--- src/rtl/exp_lut_arbiter.sv ---
// Round-robin arbiter sharing one pipelined exp LUT core among N_REQ requesters.
// Optional grant/stall statistics are built when EXP_ARB_STATS_EN is defined.
module exp_lut_arbiter #(
  parameter int N_REQ   = 4,
  parameter int WIDTH   = 32,
  parameter int LUT_LAT = 1
) (
  input  logic                   clk,
  input  logic                   rst_n,
  input  logic [N_REQ-1:0]       req_valid,
  output logic [N_REQ-1:0]       req_ready,
  input  logic [N_REQ*WIDTH-1:0] req_x,
  output logic                   lut_valid_in,
  output logic [WIDTH-1:0]       lut_a,
  input  logic                   lut_valid_out,
  input  logic [WIDTH-1:0]       lut_result,
  output logic [N_REQ-1:0]       rsp_valid,
  output logic [WIDTH-1:0]       rsp_data,
  output logic                   err_tag,
  output logic [N_REQ*16-1:0]    stat_grants,
  output logic [15:0]            stat_stalls
);
  localparam int ID_W = $clog2(N_REQ);

  logic [ID_W-1:0]  ptr_r;
  logic [ID_W:0]    cand_s;
  logic             found_s;
  logic [ID_W-1:0]  grant_id_s;
  logic [N_REQ-1:0] grant_s;
  logic [WIDTH-1:0] operand_s;
  logic             lut_valid_in_r;
  logic [WIDTH-1:0] lut_a_r;
  logic [ID_W-1:0]  issue_id_r;
  logic             tag_v_r  [LUT_LAT];
  logic [ID_W-1:0]  tag_id_r [LUT_LAT];
  logic             head_v_s;
  logic [ID_W-1:0]  head_id_s;
  logic [N_REQ-1:0] rsp_valid_r;
  logic [WIDTH-1:0] rsp_data_r;
  logic             err_tag_r;

  function automatic logic [N_REQ-1:0] id_onehot(input logic [ID_W-1:0] id);
    logic [N_REQ-1:0] oh;
    oh = '0;
    for (int i = 0; i < N_REQ; i++) begin
      if (id == ID_W'(i)) oh[i] = 1'b1;
      else                oh[i] = 1'b0;
    end
    return oh;
  endfunction

  // Rotating search: first valid lane at or after the pointer, wrapping at N_REQ.
  always_comb begin
    cand_s     = '0;
    found_s    = 1'b0;
    grant_id_s = '0;
    for (int k = 0; k < N_REQ; k++) begin
      cand_s = {1'b0, ptr_r} + (ID_W+1)'(k);
      if (cand_s >= (ID_W+1)'(N_REQ)) cand_s = cand_s - (ID_W+1)'(N_REQ);
      else                             cand_s = cand_s;
      if (!found_s && req_valid[cand_s[ID_W-1:0]]) begin
        found_s    = 1'b1;
        grant_id_s = cand_s[ID_W-1:0];
      end else begin
        found_s    = found_s;
        grant_id_s = grant_id_s;
      end
    end
  end

  // Decode the winner into a ready vector and select its operand.
  always_comb begin
    grant_s   = '0;
    operand_s = '0;
    for (int i = 0; i < N_REQ; i++) begin
      if (found_s && (grant_id_s == ID_W'(i))) begin
        grant_s[i] = 1'b1;
        operand_s  = req_x[i*WIDTH +: WIDTH];
      end else begin
        grant_s[i] = 1'b0;
      end
    end
  end

  assign req_ready = grant_s;

  // Issue stage and pointer advance; lut_a and the tag hold when idle.
  always_ff @(posedge clk or negedge rst_n) begin
    if (!rst_n) begin
      ptr_r          <= '0;
      lut_valid_in_r <= 1'b0;
      lut_a_r        <= '0;
      issue_id_r     <= '0;
    end else begin
      lut_valid_in_r <= found_s;
      if (found_s) begin
        lut_a_r    <= operand_s;
        issue_id_r <= grant_id_s;
        ptr_r      <= (grant_id_s == ID_W'(N_REQ-1)) ? '0 : grant_id_s + ID_W'(1);
      end
    end
  end

  // Tag pipe tracks the core latency so the head lines up with lut_valid_out.
  always_ff @(posedge clk or negedge rst_n) begin
    if (!rst_n) begin
      for (int s = 0; s < LUT_LAT; s++) begin
        tag_v_r[s]  <= 1'b0;
        tag_id_r[s] <= '0;
      end
    end else begin
      tag_v_r[0]  <= lut_valid_in_r;
      tag_id_r[0] <= issue_id_r;
      for (int s = 1; s < LUT_LAT; s++) begin
        tag_v_r[s]  <= tag_v_r[s-1];
        tag_id_r[s] <= tag_id_r[s-1];
      end
    end
  end

  assign head_v_s  = tag_v_r[LUT_LAT-1];
  assign head_id_s = tag_id_r[LUT_LAT-1];

  // Return stage; a strobe disagreement drops the slot and latches the error.
  always_ff @(posedge clk or negedge rst_n) begin
    if (!rst_n) begin
      rsp_valid_r <= '0;
      rsp_data_r  <= '0;
      err_tag_r   <= 1'b0;
    end else begin
      if (head_v_s && lut_valid_out) begin
        rsp_valid_r <= id_onehot(head_id_s);
        rsp_data_r  <= lut_result;
      end else begin
        rsp_valid_r <= '0;
      end
      if (head_v_s != lut_valid_out) err_tag_r <= 1'b1;
    end
  end

  assign lut_valid_in = lut_valid_in_r;
  assign lut_a        = lut_a_r;
  assign rsp_valid    = rsp_valid_r;
  assign rsp_data     = rsp_data_r;
  assign err_tag      = err_tag_r;

`ifdef EXP_ARB_STATS_EN
  logic [15:0] grants_r [N_REQ];
  logic [15:0] stalls_r;
  logic        stall_s;

  assign stall_s = |(req_valid & ~grant_s);

  // Saturating per-lane grant counters and a shared contention counter.
  always_ff @(posedge clk or negedge rst_n) begin
    if (!rst_n) begin
      for (int i = 0; i < N_REQ; i++) grants_r[i] <= 16'h0000;
      stalls_r <= 16'h0000;
    end else begin
      for (int i = 0; i < N_REQ; i++) begin
        if (grant_s[i] && req_valid[i] && (grants_r[i] != 16'hFFFF))
          grants_r[i] <= grants_r[i] + 16'h0001;
      end
      if (stall_s && (stalls_r != 16'hFFFF)) stalls_r <= stalls_r + 16'h0001;
    end
  end

  always_comb begin
    stat_grants = '0;
    for (int i = 0; i < N_REQ; i++) stat_grants[i*16 +: 16] = grants_r[i];
  end
  assign stat_stalls = stalls_r;
`else
  assign stat_grants = '0;
  assign stat_stalls = 16'h0000;
`endif

endmodule

--- config.mk ---
export PLATFORM = sky130hd
export DESIGN_NAME = exp_lut_arbiter
export DESIGN_NICKNAME = d
export VERILOG_FILES = /design/src/rtl/exp_lut_arbiter.sv
export SDC_FILE = /design/constraint.sdc
export NUM_CORES = 1
export LEC_CHECK = 0
export ABC_AREA = 1
export CAP_MARGIN = 20
export CELL_PAD_IN_SITES_DETAIL_PLACEMENT = 0
export CELL_PAD_IN_SITES_GLOBAL_PLACEMENT = 1
export CORE_MARGIN = 3
export CORE_UTILIZATION = 25
export CTS_CLUSTER_DIAMETER = 40
export DETAILED_ROUTE_END_ITERATION = 8
export PLACE_DENSITY = 0.83
export RECOVER_POWER = 100
export SLEW_MARGIN = 20
export SYNTH_ARGS = -nofsm -noshare
export SYNTH_HDL_FRONTEND = slang
export SYNTH_SLANG_ARGS = --single-unit
--- constraint.sdc ---
create_clock -name clk -period 5.7 [get_ports clk]
set_clock_uncertainty 0.05 [all_clocks]
set_input_delay 1.71 -clock clk [delete_from_list [all_inputs] [get_ports clk]]
set_output_delay 1.71 -clock clk [all_outputs]
set_load 0.03 [all_outputs]
==> results.cfg <==
[critical_path]
startpoint = req_valid[1]
cp_max_fo = 4
r2r_start = ptr_r[0]$_DFFE_PN0P_
criticalPathCategory = in -> out
rr_worst_depth = 14
crit_path_start_kind = primary input
reg2reg_to = lut_a[24]$_DFFE_PN0P_
crit_path_end = req_ready[1]
cp.arrival_ns = 3.75
r2r_slack_ns = 2.18
cp-end-kind = output port
crit_required_ns = 3.94

[power]
powerDensity_mw_per_mm2 = 710.3
peakVddDrop_v = 0.0003448
p_leak_nw = 4.154

[floorplanning]
core_area_mm2 = 0.02049
dieArea_mm2 = 0.02293
die_h_um = 151.4
fp.dieW_um = 151.4
ios = 321
initial_core_util_pct = 25.79
row_count = 52

[global_routing]
grtUsageTotal_pct = 14.53
antenna_found_initial = 0
grt_pass1_wl_mm = 26.16
grt_overflow_total = 0
grt_pass1_vias = 4773
grt_max_degree = 78

[placed_design]
place_inst = 1281
dp_hpwl_mm = 13.41
place.gp.congestion = 0.8539
io_buffer_count = 240

[yosys]
synth_area_per_cell_um2 = 6.583
synth.most_common_cell = nand2_1
synth_warnings = 0
ys_top_cells_by_area = dfrtp_1 36%, nand2_1 24%, buf_4 12%, nand3_1 6.9%, inv_1 5.8%
synth_xor_area_share_pct = 0
synth_top_family_by_area = simple AND/OR/NAND/NOR gates
yosysSeqAreaShare_pct = 36.45
netlist_area_mm2 = 0.005286
synth.mux.area_fraction_pct = 0
yosys.area.top_type = dfrtp_1
synthArstFlopShare_pct = 100.0
synth_cells = 803
synth-seq-cells = 77
synth-simple-area-share_pct = 35.72
synth.top_cell.area_share_pct = 36.45
synth.top_cells.by_count = 340 x nand2_1, 81 x buf_4, 81 x inv_1
synth_compound_area_share_pct = 3.550
synth_fa_ha_area_share_pct = 1.183
synth_edf_count = 0
ys.flop_type = dfrtp_1
synthDistinctLibCells = 25

[timing]
finalMaxSlewViolations = 113
setup_violations = 0
timing.setup.tns_ns = 0
fin_crit_sh_pct = 96.65
worst_pin_slew_ns = 2.013
post-route-min-period_ns = 5.509
max_freq_mhz = 181.5
rsz0062_at_grt = false
finalHoldViolCount = 0
relSlewSlack_pct = -34.20

[routing]
drtPass1Iterations = 7
drtAntennaViolNets = 0
drt_iter0_drc = 304
wire_per_inst_um = 13.55
wl_mm = 17.59
viasPerCell = 4.082
vias = 5299
drc_errors = 0

[job]
cap_violations = 2

[hold_path]
hold_class = reg -> reg

[clocking]
numCtsBuffers = 9
clkLatencyLatePin_ns = 0.33
clock_sinks = 77
cts_tree = yes
cts_setup_buffers = 0
clk_transition_reported_paths_ns = 0.06
clockBufferDepth = 2
cts_root_buf = clkbuf_16
htreeDepth = 3

[cells_and_area]
stdcell_count = 1298
syn_to_final_growth_pct = 48.35
nFillCells = 2191
nets = 1195
drive_gt1_share_pct = 5.156
num_antenna_cells = 0

[status]
violations = capacitance limit, slew limit
outcome = finished with violations
[cells in the final DEF, fill, tap and decap left out, types with 5 or more instances in the layout]
cell,n
dfrtp_1,77
clkbuf_16,9
nand3_1,74
nand2_1,340
ha_1,5
buf_4,11
nor3_1,5
clkdlybuf4s50_1,164
inv_2,15
nand4_1,16
a21oi_1,16
conb_1,80
dlygate4sd3_1,71
inv_1,81
o21ai_0,19
nor2_1,20
[logic make-up (layout without fill, tap and decap cells)]
family | after synthesis | in the layout
flip-flops | 77 | 77
AO/OA/AOI/OAI | 37 | 37
AND/OR/NAND/NOR | 460 | 460
other | 1 | 80
buffers and inverters | 223 | 369
adder cells (fa/ha/maj) | 5 | 5
[state kept, by name, summed over array words and instances, names as in the netlist]
register and flops:
ptr_r 2, head_id_s 2, issue_id_r 2, lut_a 32, head_v_s 1, err_tag 1
lut_valid_in 1, rsp_data 32, rsp_valid 4
[layout make-up]
type                    count  area [µm²]  area share, %
multi-input cells         582        2437          31.08
repair buffers            253        2469          31.48
flip-flops and latches     77        1927          24.57
well taps                 270       337.8          4.308
clock inverters             7       68.82         0.8775
inverters                 100       377.9          4.818
clock buffers               9       225.2          2.872
[where the power goes]
group | leakage (nW) | internal, W | total [W] | switching [W]
registers | 0.940 | 0.000822 | 0.000939 | 0.000117
clock network | 0.137 | 0.000306 | 0.000562 | 0.000256
logic | 3.08 | 0.00132 | 0.00407 | 0.00275
total | 4.15 | 0.00245 | 0.00557 | 0.00312
[critical path: stages]
cell and delay (ns):
clkdlybuf4s50_1 0.50, inv_1 0.05, nand2_1 0.07, nand2_1 0.06
o21a_1 0.19, nor3_1 0.19, nor2_1 0.08, nand2_1 0.06
nand2_1 0.12, inv_1 0.13, ha_1 0.23, nand2_1 0.07
inv_1 0.09, clkbuf_4 0.19
[metal layers]
| metal | up-vias | routed length, µm | track usage (%) |
|---|---|---|---|
| li1 | 2715 | - | - |
| met4 | 0 | 448 | 4.941 |
| met3 | 23 | 1077 | 2.095 |
| met1 | 2359 | 7675 | 19.87 |
| met5 | - | 0 | 0 |
| met2 | 202 | 8389 | 23.47 |
[per-stage QoR]
| step | hold WS, ns | util (%) | setup slack, ns | power [W] | area, µm² |
|---|---|---|---|---|---|
| finish | 0.3241 | 38.27 | 0.1910 | 0.005571 | 7843 |
| global route | 0.3299 | 38.27 | 0.01723 | 0.006174 | 7843 |
| CTS | 0.3271 | 38.36 | 0.08259 | 0.005737 | 7863 |
| detailed placement | 0.3107 | 36.93 | 0.09856 | 0.005140 | 7569 |
| global placement | 0.3123 | 36.93 | 0.1106 | 0.005121 | 7569 |
| floorplan | 0.3040 | - | 0.4490 | 0.003863 | 5583 |
[repair_timing]
| item | 4_1_cts | 5_1_grt |
|---|---|---|
| resized for setup | 0 | 2 |
| hold buffers | 0 | 0 |
| endpoints found under the setup margin | 0 | 4 |
[how the worst min path moves through the flow]
stage                             endpoint  depth (start not counted)                      start
floorplan           head_id_s[0]$_DFF_PN0_                          0  issue_id_r[0]$_DFFE_PN0P_
global placement    head_id_s[0]$_DFF_PN0_                          0  issue_id_r[0]$_DFFE_PN0P_
detailed placement  head_id_s[0]$_DFF_PN0_                          0  issue_id_r[0]$_DFFE_PN0P_
CTS                 head_id_s[0]$_DFF_PN0_                          0  issue_id_r[0]$_DFFE_PN0P_
global route        head_id_s[0]$_DFF_PN0_                          0  issue_id_r[0]$_DFFE_PN0P_
finish              head_id_s[0]$_DFF_PN0_                          0  issue_id_r[0]$_DFFE_PN0P_
No activity file was read; power rests on OpenSTA's default activity.
